--- src/rtl/iis_tx_if.sv ---
// -----------------------------------------------------------------------------
// iis_tx_if
// Bundles the audio-source stream signals and the I2S transmitter data-load
// signals that iis_tx_arbiter sits between.
//
//   src_req     [N_SRC]      session request per source, level-held
//   src_data_l  [N_SRC*32]   left sample of source i at [32i+31:32i], signed
//   src_data_r  [N_SRC*32]   right sample, same packing
//   src_valid   [N_SRC]      sample pair valid
//   src_ready   [N_SRC]      sample pair accepted when valid & ready
//   frame_rd    [1]          one-cycle frame pulse from the transmitter (data_rd)
//   tx_data_l   [32]         left sample to the transmitter
//   tx_data_r   [32]         right sample to the transmitter
//
// Modports:
//   master - the environment: sources plus transmitter (drives requests,
//            samples and frame_rd; observes ready and tx data)
//   slave  - the arbiter
// -----------------------------------------------------------------------------
interface iis_tx_if #(
    parameter int N_SRC = 2
);
    logic [N_SRC-1:0]    src_req;
    logic [N_SRC*32-1:0] src_data_l;
    logic [N_SRC*32-1:0] src_data_r;
    logic [N_SRC-1:0]    src_valid;
    logic [N_SRC-1:0]    src_ready;
    logic                frame_rd;
    logic [31:0]         tx_data_l;
    logic [31:0]         tx_data_r;

    modport master (
        output src_req,
        output src_data_l,
        output src_data_r,
        output src_valid,
        output frame_rd,
        input  src_ready,
        input  tx_data_l,
        input  tx_data_r
    );

    modport slave (
        input  src_req,
        input  src_data_l,
        input  src_data_r,
        input  src_valid,
        input  frame_rd,
        output src_ready,
        output tx_data_l,
        output tx_data_r
    );
endinterface

--- src/rtl/iis_tx_arbiter.sv ---
// -----------------------------------------------------------------------------
// iis_tx_arbiter
// Shares one I2S transmitter among N_SRC audio requesters. One source owns the
// transmitter per session, chosen round-robin. Its stereo pairs are buffered in
// a FIFO and one L/R pair is handed to the transmitter per frame_rd pulse.
// Each session runs IDLE -> PREFILL -> RUN -> DRAIN -> IDLE.
//
// Ports:
//   clk           master clock (same clock as the I2S clock generator)
//   rst           synchronous, active-high reset
//   bus           iis_tx_if.slave: source streams, frame_rd, tx_data_l/r
//   grant         one-hot current owner, all zero in IDLE
//   state         0 IDLE, 1 PREFILL, 2 RUN, 3 DRAIN
//   fifo_level    current FIFO occupancy (0..FIFO_DEPTH)
//   underrun_cnt  saturating count of frames that found the FIFO empty in RUN
//
// Parameters:
//   N_SRC       number of requesters (1..8)
//   FIFO_DEPTH  sample-pair FIFO depth (power of two, >= 2)
//   PREFILL     FIFO level needed to leave PREFILL (1..FIFO_DEPTH)
//   CNT_W       underrun counter width
//
// Build option:
//   IIS_ARB_HOLD_LAST_EN  when defined, a RUN underrun repeats the previous
//                         tx_data_l/r pair; otherwise it outputs zero.
// -----------------------------------------------------------------------------
module iis_tx_arbiter #(
    parameter int N_SRC      = 2,
    parameter int FIFO_DEPTH = 8,
    parameter int PREFILL    = 4,
    parameter int CNT_W      = 16
) (
    input  logic                          clk,
    input  logic                          rst,
    iis_tx_if.slave                       bus,
    output logic [N_SRC-1:0]              grant,
    output logic [1:0]                    state,
    output logic [$clog2(FIFO_DEPTH):0]   fifo_level,
    output logic [CNT_W-1:0]              underrun_cnt
);

    localparam int AW = $clog2(FIFO_DEPTH);
    localparam int LW = AW + 1;
    localparam int PW = (N_SRC > 1) ? $clog2(N_SRC) : 1;

    localparam logic [LW-1:0] DEPTH_L   = LW'(FIFO_DEPTH);
    localparam logic [LW-1:0] PREFILL_L = LW'(PREFILL);
    localparam logic [PW-1:0] LAST_SRC  = PW'(N_SRC - 1);

    typedef enum logic [1:0] {
        ST_IDLE    = 2'd0,
        ST_PREFILL = 2'd1,
        ST_RUN     = 2'd2,
        ST_DRAIN   = 2'd3
    } state_t;

    // -------------------------------------------------------------------------
    // State
    // -------------------------------------------------------------------------
    state_t             state_q,  state_nx;
    logic [N_SRC-1:0]   grant_q,  grant_nx;
    logic [PW-1:0]      owner_q,  owner_nx;   // binary index of the owner
    logic [PW-1:0]      rr_q,     rr_nx;      // round-robin search start

    logic [63:0]        mem [FIFO_DEPTH];     // {left, right} per entry
    logic [AW-1:0]      wr_ptr_q;
    logic [AW-1:0]      rd_ptr_q;
    logic [LW-1:0]      level_q,  level_nx;

    logic [31:0]        tx_l_q,   tx_l_nx;
    logic [31:0]        tx_r_q,   tx_r_nx;
    logic [CNT_W-1:0]   urun_q;

    // -------------------------------------------------------------------------
    // Owner view of the source bus
    // -------------------------------------------------------------------------
    logic        owner_req;
    logic        owner_valid;
    logic [31:0] owner_l;
    logic [31:0] owner_r;

    assign owner_req   = bus.src_req[owner_q];
    assign owner_valid = bus.src_valid[owner_q];
    assign owner_l     = bus.src_data_l[int'(owner_q) * 32 +: 32];
    assign owner_r     = bus.src_data_r[int'(owner_q) * 32 +: 32];

    // Ready depends only on registered state, never on src_valid, so a source
    // may legally wait for ready before raising valid.
    logic accepting;
    logic push;

    assign accepting     = ((state_q == ST_PREFILL) || (state_q == ST_RUN)) &&
                           (level_q != DEPTH_L);
    assign bus.src_ready = grant_q & {N_SRC{accepting}};
    assign push          = accepting & owner_valid;

    // -------------------------------------------------------------------------
    // Round-robin pick: first requester at or after rr_q, wrapping
    // -------------------------------------------------------------------------
    logic          pick_any;
    logic [PW-1:0] pick_idx;

    // NOTE: every combinational output gets a default before any branch, so
    // no path leaves it unassigned and no latch is inferred.
    always_comb begin
        pick_any = 1'b0;
        pick_idx = '0;
        for (int k = 0; k < N_SRC; k++) begin
            if (!pick_any && bus.src_req[(int'(rr_q) + k) % N_SRC]) begin
                pick_any = 1'b1;
                pick_idx = PW'((int'(rr_q) + k) % N_SRC);
            end
        end
    end

    // -------------------------------------------------------------------------
    // Next-state, FIFO control and frame handling
    // -------------------------------------------------------------------------
    logic pop;
    logic underrun;

    always_comb begin
        state_nx = state_q;
        grant_nx = grant_q;
        owner_nx = owner_q;
        rr_nx    = rr_q;
        pop      = 1'b0;
        underrun = 1'b0;
        tx_l_nx  = tx_l_q;
        tx_r_nx  = tx_r_q;

        case (state_q)
            ST_IDLE: begin
                if (pick_any) begin
                    state_nx           = ST_PREFILL;
                    grant_nx           = '0;
                    grant_nx[pick_idx] = 1'b1;
                    owner_nx           = pick_idx;
                    rr_nx              = (pick_idx == LAST_SRC) ? '0 : pick_idx + 1'b1;
                end
            end
            ST_PREFILL: begin
                // A source that withdraws before the FIFO primes goes straight
                // to DRAIN so whatever it already pushed is still played out.
                if (!owner_req) begin
                    state_nx = ST_DRAIN;
                end else if (level_q >= PREFILL_L) begin
                    state_nx = ST_RUN;
                end
            end
            ST_RUN: begin
                if (!owner_req) begin
                    state_nx = ST_DRAIN;
                end
            end
            ST_DRAIN: begin
                if (bus.frame_rd && (level_q == '0)) begin
                    state_nx = ST_IDLE;
                    grant_nx = '0;
                end
            end
            default: begin
                state_nx = ST_IDLE;
                grant_nx = '0;
            end
        endcase

        // One pair per frame. An empty FIFO in DRAIN is the end of session,
        // not an underrun; in IDLE/PREFILL the transmitter is fed silence.
        if (bus.frame_rd) begin
            if (((state_q == ST_RUN) || (state_q == ST_DRAIN)) && (level_q != '0)) begin
                pop     = 1'b1;
                tx_l_nx = mem[rd_ptr_q][63:32];
                tx_r_nx = mem[rd_ptr_q][31:0];
            end else if (state_q == ST_RUN) begin
                underrun = 1'b1;
`ifdef IIS_ARB_HOLD_LAST_EN
                tx_l_nx  = tx_l_q;
                tx_r_nx  = tx_r_q;
`else
                tx_l_nx  = '0;
                tx_r_nx  = '0;
`endif
            end else begin
                tx_l_nx = '0;
                tx_r_nx = '0;
            end
        end

        // Push is blocked when full and pop is blocked when empty, so the
        // level stays within 0..FIFO_DEPTH; an empty-FIFO pop attempt plus a
        // push simply keeps the pushed pair.
        case ({push, pop})
            2'b10:   level_nx = level_q + 1'b1;
            2'b01:   level_nx = level_q - 1'b1;
            default: level_nx = level_q;
        endcase
    end

    // -------------------------------------------------------------------------
    // Registers
    // -------------------------------------------------------------------------
    // NOTE: sequential state uses non-blocking assignments so every register
    // samples pre-edge values regardless of statement order.
    always_ff @(posedge clk) begin
        if (rst) begin
            state_q <= ST_IDLE;
            grant_q <= '0;
            owner_q <= '0;
            rr_q    <= '0;
        end else begin
            state_q <= state_nx;
            grant_q <= grant_nx;
            owner_q <= owner_nx;
            rr_q    <= rr_nx;
        end
    end

    always_ff @(posedge clk) begin
        if (rst) begin
            wr_ptr_q <= '0;
            rd_ptr_q <= '0;
            level_q  <= '0;
            tx_l_q   <= '0;
            tx_r_q   <= '0;
            urun_q   <= '0;
        end else begin
            level_q <= level_nx;
            tx_l_q  <= tx_l_nx;
            tx_r_q  <= tx_r_nx;
            // Depth is a power of two, so pointer wrap is the natural overflow.
            if (push) begin
                wr_ptr_q <= wr_ptr_q + 1'b1;
            end
            if (pop) begin
                rd_ptr_q <= rd_ptr_q + 1'b1;
            end
            if (underrun && (urun_q != '1)) begin
                urun_q <= urun_q + 1'b1;
            end
        end
    end

    // NOTE: the storage array has no reset; the pointers and level define
    // which entries are valid, so stale contents are never observed.
    always_ff @(posedge clk) begin
        if (push) begin
            mem[wr_ptr_q] <= {owner_l, owner_r};
        end
    end

    // -------------------------------------------------------------------------
    // Outputs
    // -------------------------------------------------------------------------
    assign grant         = grant_q;
    assign state         = state_q;
    assign fifo_level    = level_q;
    assign underrun_cnt  = urun_q;
    assign bus.tx_data_l = tx_l_q;
    assign bus.tx_data_r = tx_r_q;

endmodule
--- src/flat_wrapper.sv ---
// flat-port wrapper written by rule: the top's interface ports become plain ports
module iis_tx_arbiter_flat 
#(
    parameter int N_SRC      = 2,
    parameter int FIFO_DEPTH = 8,
    parameter int PREFILL    = 4,
    parameter int CNT_W      = 16
)
  (clk, rst, grant, state, fifo_level, underrun_cnt, bus_src_req, bus_src_data_l, bus_src_data_r, bus_src_valid, bus_frame_rd, bus_src_ready, bus_tx_data_l, bus_tx_data_r);
  iis_tx_if #(.N_SRC(N_SRC)) bus_i ();
  input  logic clk;
  input  logic rst;
  output logic [N_SRC-1:0] grant;
  output logic [1:0] state;
  output logic [$clog2(FIFO_DEPTH):0] fifo_level;
  output logic [CNT_W-1:0] underrun_cnt;
  input wire logic [$bits(bus_i.src_req)-1:0] bus_src_req;
  input wire logic [$bits(bus_i.src_data_l)-1:0] bus_src_data_l;
  input wire logic [$bits(bus_i.src_data_r)-1:0] bus_src_data_r;
  input wire logic [$bits(bus_i.src_valid)-1:0] bus_src_valid;
  input wire logic [$bits(bus_i.frame_rd)-1:0] bus_frame_rd;
  output wire logic [$bits(bus_i.src_ready)-1:0] bus_src_ready;
  output wire logic [$bits(bus_i.tx_data_l)-1:0] bus_tx_data_l;
  output wire logic [$bits(bus_i.tx_data_r)-1:0] bus_tx_data_r;
  assign bus_i.src_req = bus_src_req;
  assign bus_i.src_data_l = bus_src_data_l;
  assign bus_i.src_data_r = bus_src_data_r;
  assign bus_i.src_valid = bus_src_valid;
  assign bus_i.frame_rd = bus_frame_rd;
  assign bus_src_ready = bus_i.src_ready;
  assign bus_tx_data_l = bus_i.tx_data_l;
  assign bus_tx_data_r = bus_i.tx_data_r;
  iis_tx_arbiter #(.N_SRC(N_SRC), .FIFO_DEPTH(FIFO_DEPTH), .PREFILL(PREFILL), .CNT_W(CNT_W)) u_core (.clk(clk), .rst(rst), .bus(bus_i), .grant(grant), .state(state), .fifo_level(fifo_level), .underrun_cnt(underrun_cnt));
endmodule
--- config.mk ---
export PLATFORM = sky130hd
export DESIGN_NAME = iis_tx_arbiter_flat
export DESIGN_NICKNAME = d
export VERILOG_FILES = /design/src/rtl/iis_tx_if.sv /design/src/rtl/iis_tx_arbiter.sv /design/src/flat_wrapper.sv
export SDC_FILE = /design/constraint.sdc
export NUM_CORES = 1
export LEC_CHECK = 0
export BUFFER_PORTS_ARGS = -buffer_cell sky130_fd_sc_hd__clkbuf_2
export CORE_ASPECT_RATIO = 0.9
export CORE_UTILIZATION = 63
export CTS_CLUSTER_SIZE = 30
export DETAILED_ROUTE_END_ITERATION = 8
export PLACE_DENSITY = 0.87
export SKIP_LAST_GASP = 1
export SLEW_MARGIN = 20
export SYNTH_ARGS = -nofsm -noshare
export SYNTH_HDL_FRONTEND = slang
export SYNTH_SLANG_ARGS = --single-unit
--- constraint.sdc ---
create_clock -name clk -period 24.1 [get_ports clk]
set_clock_uncertainty 0.1 [all_clocks]
set_input_delay 0 -clock clk [delete_from_list [all_inputs] [get_ports clk]]
set_output_delay 0 -clock clk [all_outputs]
set_load 0.02 [all_outputs]
==> impl_metrics.env, run 1 <==
export IMPL_status="completed"
export IMPL_multi_input_area_um2=6020
export IMPL_root_buffer="clkbuf_16"
export IMPL_h_tree_depth=2
export IMPL_p_per_area_nw_per_um2=89.4
export IMPL_ys_async_sr_fraction_pct=0
export IMPL_drt_iter0_markers=1269
export IMPL_postRouteAntennaNets=0
export IMPL_die_w_um=206
export IMPL_slew_viol_final=0
export IMPL_clock_path_buffers=3
export IMPL_viasPerCell=6.20
export IMPL_drc=0
export IMPL_worstSetupPathType="reg2reg"
export IMPL_synth_top_area_share_pct=65.1
export IMPL_crit_end="u_core.mem[7][6]"
export IMPL_tns_ps=0
export IMPL_min_from="rst"
export IMPL_die_y_um=186
export IMPL_dp_hpwl_um=26900
export IMPL_setup_viol=0
export IMPL_place_area_um2=25300
export IMPL_drive_gt1_share_pct=32.8
export IMPL_cp_arrival_ps=3820
export IMPL_period_share_pct=15.4
export IMPL_fill_cells=1873
export IMPL_overflow=0
export IMPL_fmax_ghz=0.270
export IMPL_cts_resized=0
export IMPL_worstSetupEndpointType="flip-flop"
export IMPL_core_rowCount=66
export IMPL_dpl_worst_slack_ps=20430
export IMPL_cts_tree="yes"
export IMPL_cp_start_kind="flip-flop"
export IMPL_cp_startpoint="u_core.owner_q"
export IMPL_yosysUniqueCellTypes=44
export IMPL_cp_data_required_time_ps=24220
export IMPL_clkSinkCount=611
export IMPL_grt_first_pass_wirelength_um=80400
export IMPL_synth_seq_cells=611
export IMPL_hold_viol_final=0
export IMPL_antenna_cells=0
export IMPL_grt_pass1_vias=13700
export IMPL_netlist_area_um2=23600
export IMPL_area_growth_pct=20.5
export IMPL_reg2reg_depth=4
export IMPL_seq_area_um2=17400
export IMPL_synth_nets=1382
export IMPL_ys_warn_count=0
export IMPL_numPortBuffers=224
export IMPL_slew_limit_headroom_pct=28.2
export IMPL_synth_seq_area_share_pct=73.5
export IMPL_ios=225
export IMPL_p_leak_nw=9.45
export IMPL_routedWlPerCell_um=25.0
export IMPL_insertion_delay_ps=590
export IMPL_synth_area_top_cells="edfxtp_1 65%, mux4_2 12%, dfxtp_1 8.4%, mux2_2 3.2%, mux2i_1 3.0%"
export IMPL_clkSlewWorstSetupHoldPaths_ps=70
export IMPL_yosysMostFrequentCell="edfxtp_1"
export IMPL_start_util_pct=64.7
export IMPL_rsz0062_at_grt="no"
export IMPL_syn_instance_count=1237
export IMPL_vias=13200
export IMPL_nets=1751
export IMPL_gp_congestion=0.796
export IMPL_synth_edff_count=512
export IMPL_critPathMaxFanout=67
export IMPL_core_area_um2=36500
export IMPL_setup_slack_ps=20400
export IMPL_grt_max_degree=68
export IMPL_antenna_found_initial=0
export IMPL_cts_buffers=56
export IMPL_r2r_start="u_core.owner_q"
export IMPL_r2r_slack_ps=20400
export IMPL_firstDrtPassIters=5
export IMPL_rr_endpoint="u_core.mem[7][6]"
export IMPL_worstMarginPinSlew_ps=1080
export IMPL_cap_violations=0
export IMPL_synth_flop_cell="edfxtp_1"
export IMPL_synth_avg_cell_area_um2=19.1
export IMPL_yosysTopAreaCell="edfxtp_1"
export IMPL_layout_min_cycle_time_ps=3700
export IMPL_synth_commonest_cells="512 x edfxtp_1, 128 x mux4_2, 99 x dfxtp_1, 74 x nand2_1"
export IMPL_finish_instance_area_um2=28500
export IMPL_die_area_um2=38300
export IMPL_ir_worst_vdd_mv=0.0761
export IMPL_totalPowerFinal_mw=2.54
export IMPL_totalWireLength_um=53200
export IMPL_grt_usage_pct=28.6
export IMPL_hp_class="in2reg"
==> timing repair <==
| action | 4_1_cts | 5_1_grt |
|---|---|---|
| hold buffers | 134 | 0 |
| endpoints found under the hold margin | 545 | 0 |
| setup endpoints to repair | 0 | 0 |
| setup buffers | 0 | 0 |
==> kinds of logic (layout without fill, tap and decap cells) <==
family	count (synthesis)	in the layout	synth area share (%)
compound gates	111	111	2.63
xor+xnor	7	7	0.260
fa+ha+maj	10	10	0.530
buf+inv	70	485	1.21
flops	611	611	73.5
mux	266	266	18.4
simple gates	162	162	3.42
==> metal layers <==
layer  global-route usage (%)  vias up  share of wire, %
li1                         -     5721                 -
met1                     37.5     6712                38
met2                     49.5      656                53
met3                     4.10      111               6.8
met4                     10.1        0               2.6
met5                        0        -                 0
==> area by class of cell <==
type / instances / share of cell area [%]
repair buffers: 375 / 9.10
multi-input cells: 556 / 21.2
inverters: 6 / 0.0792
well taps: 476 / 2.09
flip-flops and latches: 611 / 61.1
clock inverters: 27 / 1.05
clock buffers: 77 / 5.45
==> power breakdown <==
part | total [mW] | internal [mW] | switching [mW]
Sequential | 1.29 | 1.25 | 0.0444
Clock | 0.893 | 0.514 | 0.379
Combinational | 0.356 | 0.158 | 0.198
==> stage by stage <==
step,cells,utilization [%],hold WS [ps]
6_report,2128,78.0,37.6
5_1_grt,2128,78.0,54.9
4_1_cts,2128,78.0,12.4
3_5_place_dp,1890,69.2,192
3_3_place_gp,1890,69.2,176
2_1_floorplan,1237,-,15.2
==> critical path, stage by stage (launching register included) <==
cell and delay [ps]:
dfxtp_4 990, mux2_2 360, nand4_1 400, nor2_4 690
buf_4 740
==> layout by cell type, fill, tap and decap left out, types with 7 or more instances in the layout <==
master,instances
clkbuf_1,14
ha_1,10
buf_4,17
clkbuf_16,56
dfxtp_1,95
mux4_2,128
clkinv_2,11
o31ai_1,10
nand2_1,74
a21oi_1,19
dlygate4sd3_1,134
clkbuf_8,7
or4_1,10
edfxtp_1,512
nor2_1,18
clkbuf_2,224
mux2_2,68
nand4_1,7
mux2i_1,70
o21ai_0,70
nand2b_1,8
==> flip-flops by register name (all words and copies together), names as in the netlist, named ones only <==
| register | count |
|---|---|
| u_core.underrun_cnt | 16 |
| u_core.bus.tx_data_r | 32 |
| u_core.rd_ptr_q | 3 |
| u_core.wr_ptr_q | 3 |
| u_core.fifo_level | 4 |
| u_core.rr_q | 1 |
| u_core.owner_q | 1 |
| u_core.state | 2 |
| u_core.bus.tx_data_l | 32 |
| u_core.mem | 512 |
| u_core.grant | 2 |
==> worst min-delay path by stage <==
stage / to / cells past startpoint
floorplan: u_core.rr_q / 1
global placement: u_core.rr_q / 2
detailed placement: u_core.rr_q / 2
CTS: u_core.rd_ptr_q[0] / 2
global route: u_core.rd_ptr_q[0] / 2
finish: u_core.fifo_level[0] / 2
Note: power is estimated with default switching activity, not from simulation.
==> inputs of run 2 (changes only) <==
CORE_UTILIZATION = 59   (was 63)
PLACE_DENSITY = 0.82   (was 0.87)
clock period = 3.5 ns   (was 24.1 ns; I/O delays follow)
==> impl_metrics.env, run 2 (synthesis results as in run 1) <==
export IMPL_slew_limit_headroom_pct=32.7
export IMPL_place_area_um2=25700
export IMPL_viasPerCell=5.92
export IMPL_period_share_pct=89.5
export IMPL_drt_iter0_markers=1105
export IMPL_largest_reg_flops=512
export IMPL_layout_min_cycle_time_ps=3130
export IMPL_instances_no_fill=2207
export IMPL_clkSinkCount=611
export IMPL_status="completed"
export IMPL_worstMarginPinSlew_ps=1010
export IMPL_drive_gt1_share_pct=34.6
export IMPL_fill_cells=2237
export IMPL_drc=0
export IMPL_area_growth_pct=23.4
export IMPL_routedWlPerCell_um=23.4
export IMPL_numPortBuffers=224
export IMPL_root_buffer="clkbuf_16"
export IMPL_largest_register="u_core.mem"
export IMPL_hold_viol_final=0
export IMPL_start_util_pct=59.8
export IMPL_die_w_um=213
export IMPL_worstSetupEndpointType="flip-flop"
export IMPL_ir_worst_vdd_mv=0.444
export IMPL_finish_instance_area_um2=29100
export IMPL_antenna_found_initial=0
export IMPL_cp_arrival_ps=3570
export IMPL_layout_commonest_cell="edfxtp_1"
export IMPL_grt_usage_pct=25.9
export IMPL_ios=225
export IMPL_tns_ps=0
export IMPL_gp_congestion=0.814
export IMPL_cts_buffers=57
export IMPL_die_y_um=192
export IMPL_cp_data_required_time_ps=3940
export IMPL_hp_class="in2reg"
export IMPL_critPathMaxFanout=10
export IMPL_grt_first_pass_wirelength_um=78200
export IMPL_setup_viol=0
export IMPL_overflow=0
export IMPL_cap_violations=0
export IMPL_core_area_um2=39500
export IMPL_postRouteAntennaNets=0
export IMPL_totalWireLength_um=51600
export IMPL_clkSlewWorstSetupHoldPaths_ps=60
export IMPL_antenna_cells=0
export IMPL_vias=13100
export IMPL_core_rowCount=69
export IMPL_insertion_delay_ps=600
export IMPL_cts_tree="yes"
export IMPL_grt_pass1_vias=13500
export IMPL_r2r_slack_ps=370
export IMPL_slew_viol_final=0
export IMPL_nets=1771
export IMPL_grt_max_degree=75
export IMPL_h_tree_depth=2
export IMPL_p_per_area_nw_per_um2=615
export IMPL_worstSetupPathType="reg2reg"
export IMPL_die_area_um2=40800
export IMPL_clock_path_buffers=3
export IMPL_post_place_cells=1962
export IMPL_fmax_ghz=0.319
export IMPL_cp_start_kind="flip-flop"
export IMPL_multi_input_area_um2=6090
export IMPL_seq_area_um2=17400
export IMPL_layout_common_cells="512 x edfxtp_1, 224 x clkbuf_2, 137 x dlygate4sd3_1"
export IMPL_post_cts_buffers=0
export IMPL_dp_hpwl_um=27400
export IMPL_firstDrtPassIters=5
export IMPL_rsz0062_at_grt="no"
export IMPL_p_leak_nw=9.69
run 2: what timing repair did:
action | in CTS | in global routing
hold endpoints to repair | 562 | 0
resized for setup | 0 | 0
hold buffers | 137 | 0
run 2: power breakdown:
part	total [mW]	switching (mW)	internal, mW
combinational	2.58	1.39	1.18
clock	6.52	2.66	3.86
sequential	8.83	0.225	8.60
total	17.9	4.28	13.7
run 2: worst max-delay path: stages (launching register included):
cell           delay, ps
dfxtp_2              380
or3b_2               510
a2111oi_2            610
nand4b_1             150
dlygate4sd3_1        590
a21oi_1              170
dlygate4sd3_1        570
run 2: path summary, 6_finish.rpt:
kind / startpoint / end / cells past startpoint
worst max-delay path: u_core.fifo_level[0] / u_core.grant[1] / 6
worst min-delay path: bus_src_valid[0] / u_core.wr_ptr_q[1] / 5
worst max register to register: u_core.fifo_level[0] / u_core.grant[1] / 6
worst min register to register: u_core.bus.tx_data_l[20] / u_core.bus.tx_data_l[20] / 2
run 2: cell type report:
cell class | instances | area share, %
clock buffer | 80 | 5.74
sequential | 611 | 59.7
multi-input combinational | 556 | 20.9
inverter | 6 | 0.0945
clock inverter | 28 | 1.21
tap | 532 | 2.28
timing repair buffer | 394 | 10.1
run 2: metal layers:
metal / vias to the layer above / routed length (um) / track usage, %
li1: 5786 / - / -
met1: 6688 / 21000 / 35.5
met2: 514 / 26600 / 43.9
met3: 69 / 3090 / 3.50
met4: 0 / 959 / 7.22
met5: - / 0 / 0
run 2: metrics by stage:
| stage | power [mW] | setup WS (ps) | hold WS, ps | util, % |
|---|---|---|---|---|
| after CTS | 18.0 | 478 | 45.7 | 73.9 |
| final | 17.9 | 366 | 85.4 | 73.9 |
| after floorplan | 10.5 | -717 | 15.2 | - |
| after global placement | 11.2 | 859 | 194 | 65.2 |
| after detailed placement | 11.3 | 777 | 201 | 65.2 |
| after global routing | 18.5 | 277 | 103 | 73.9 |
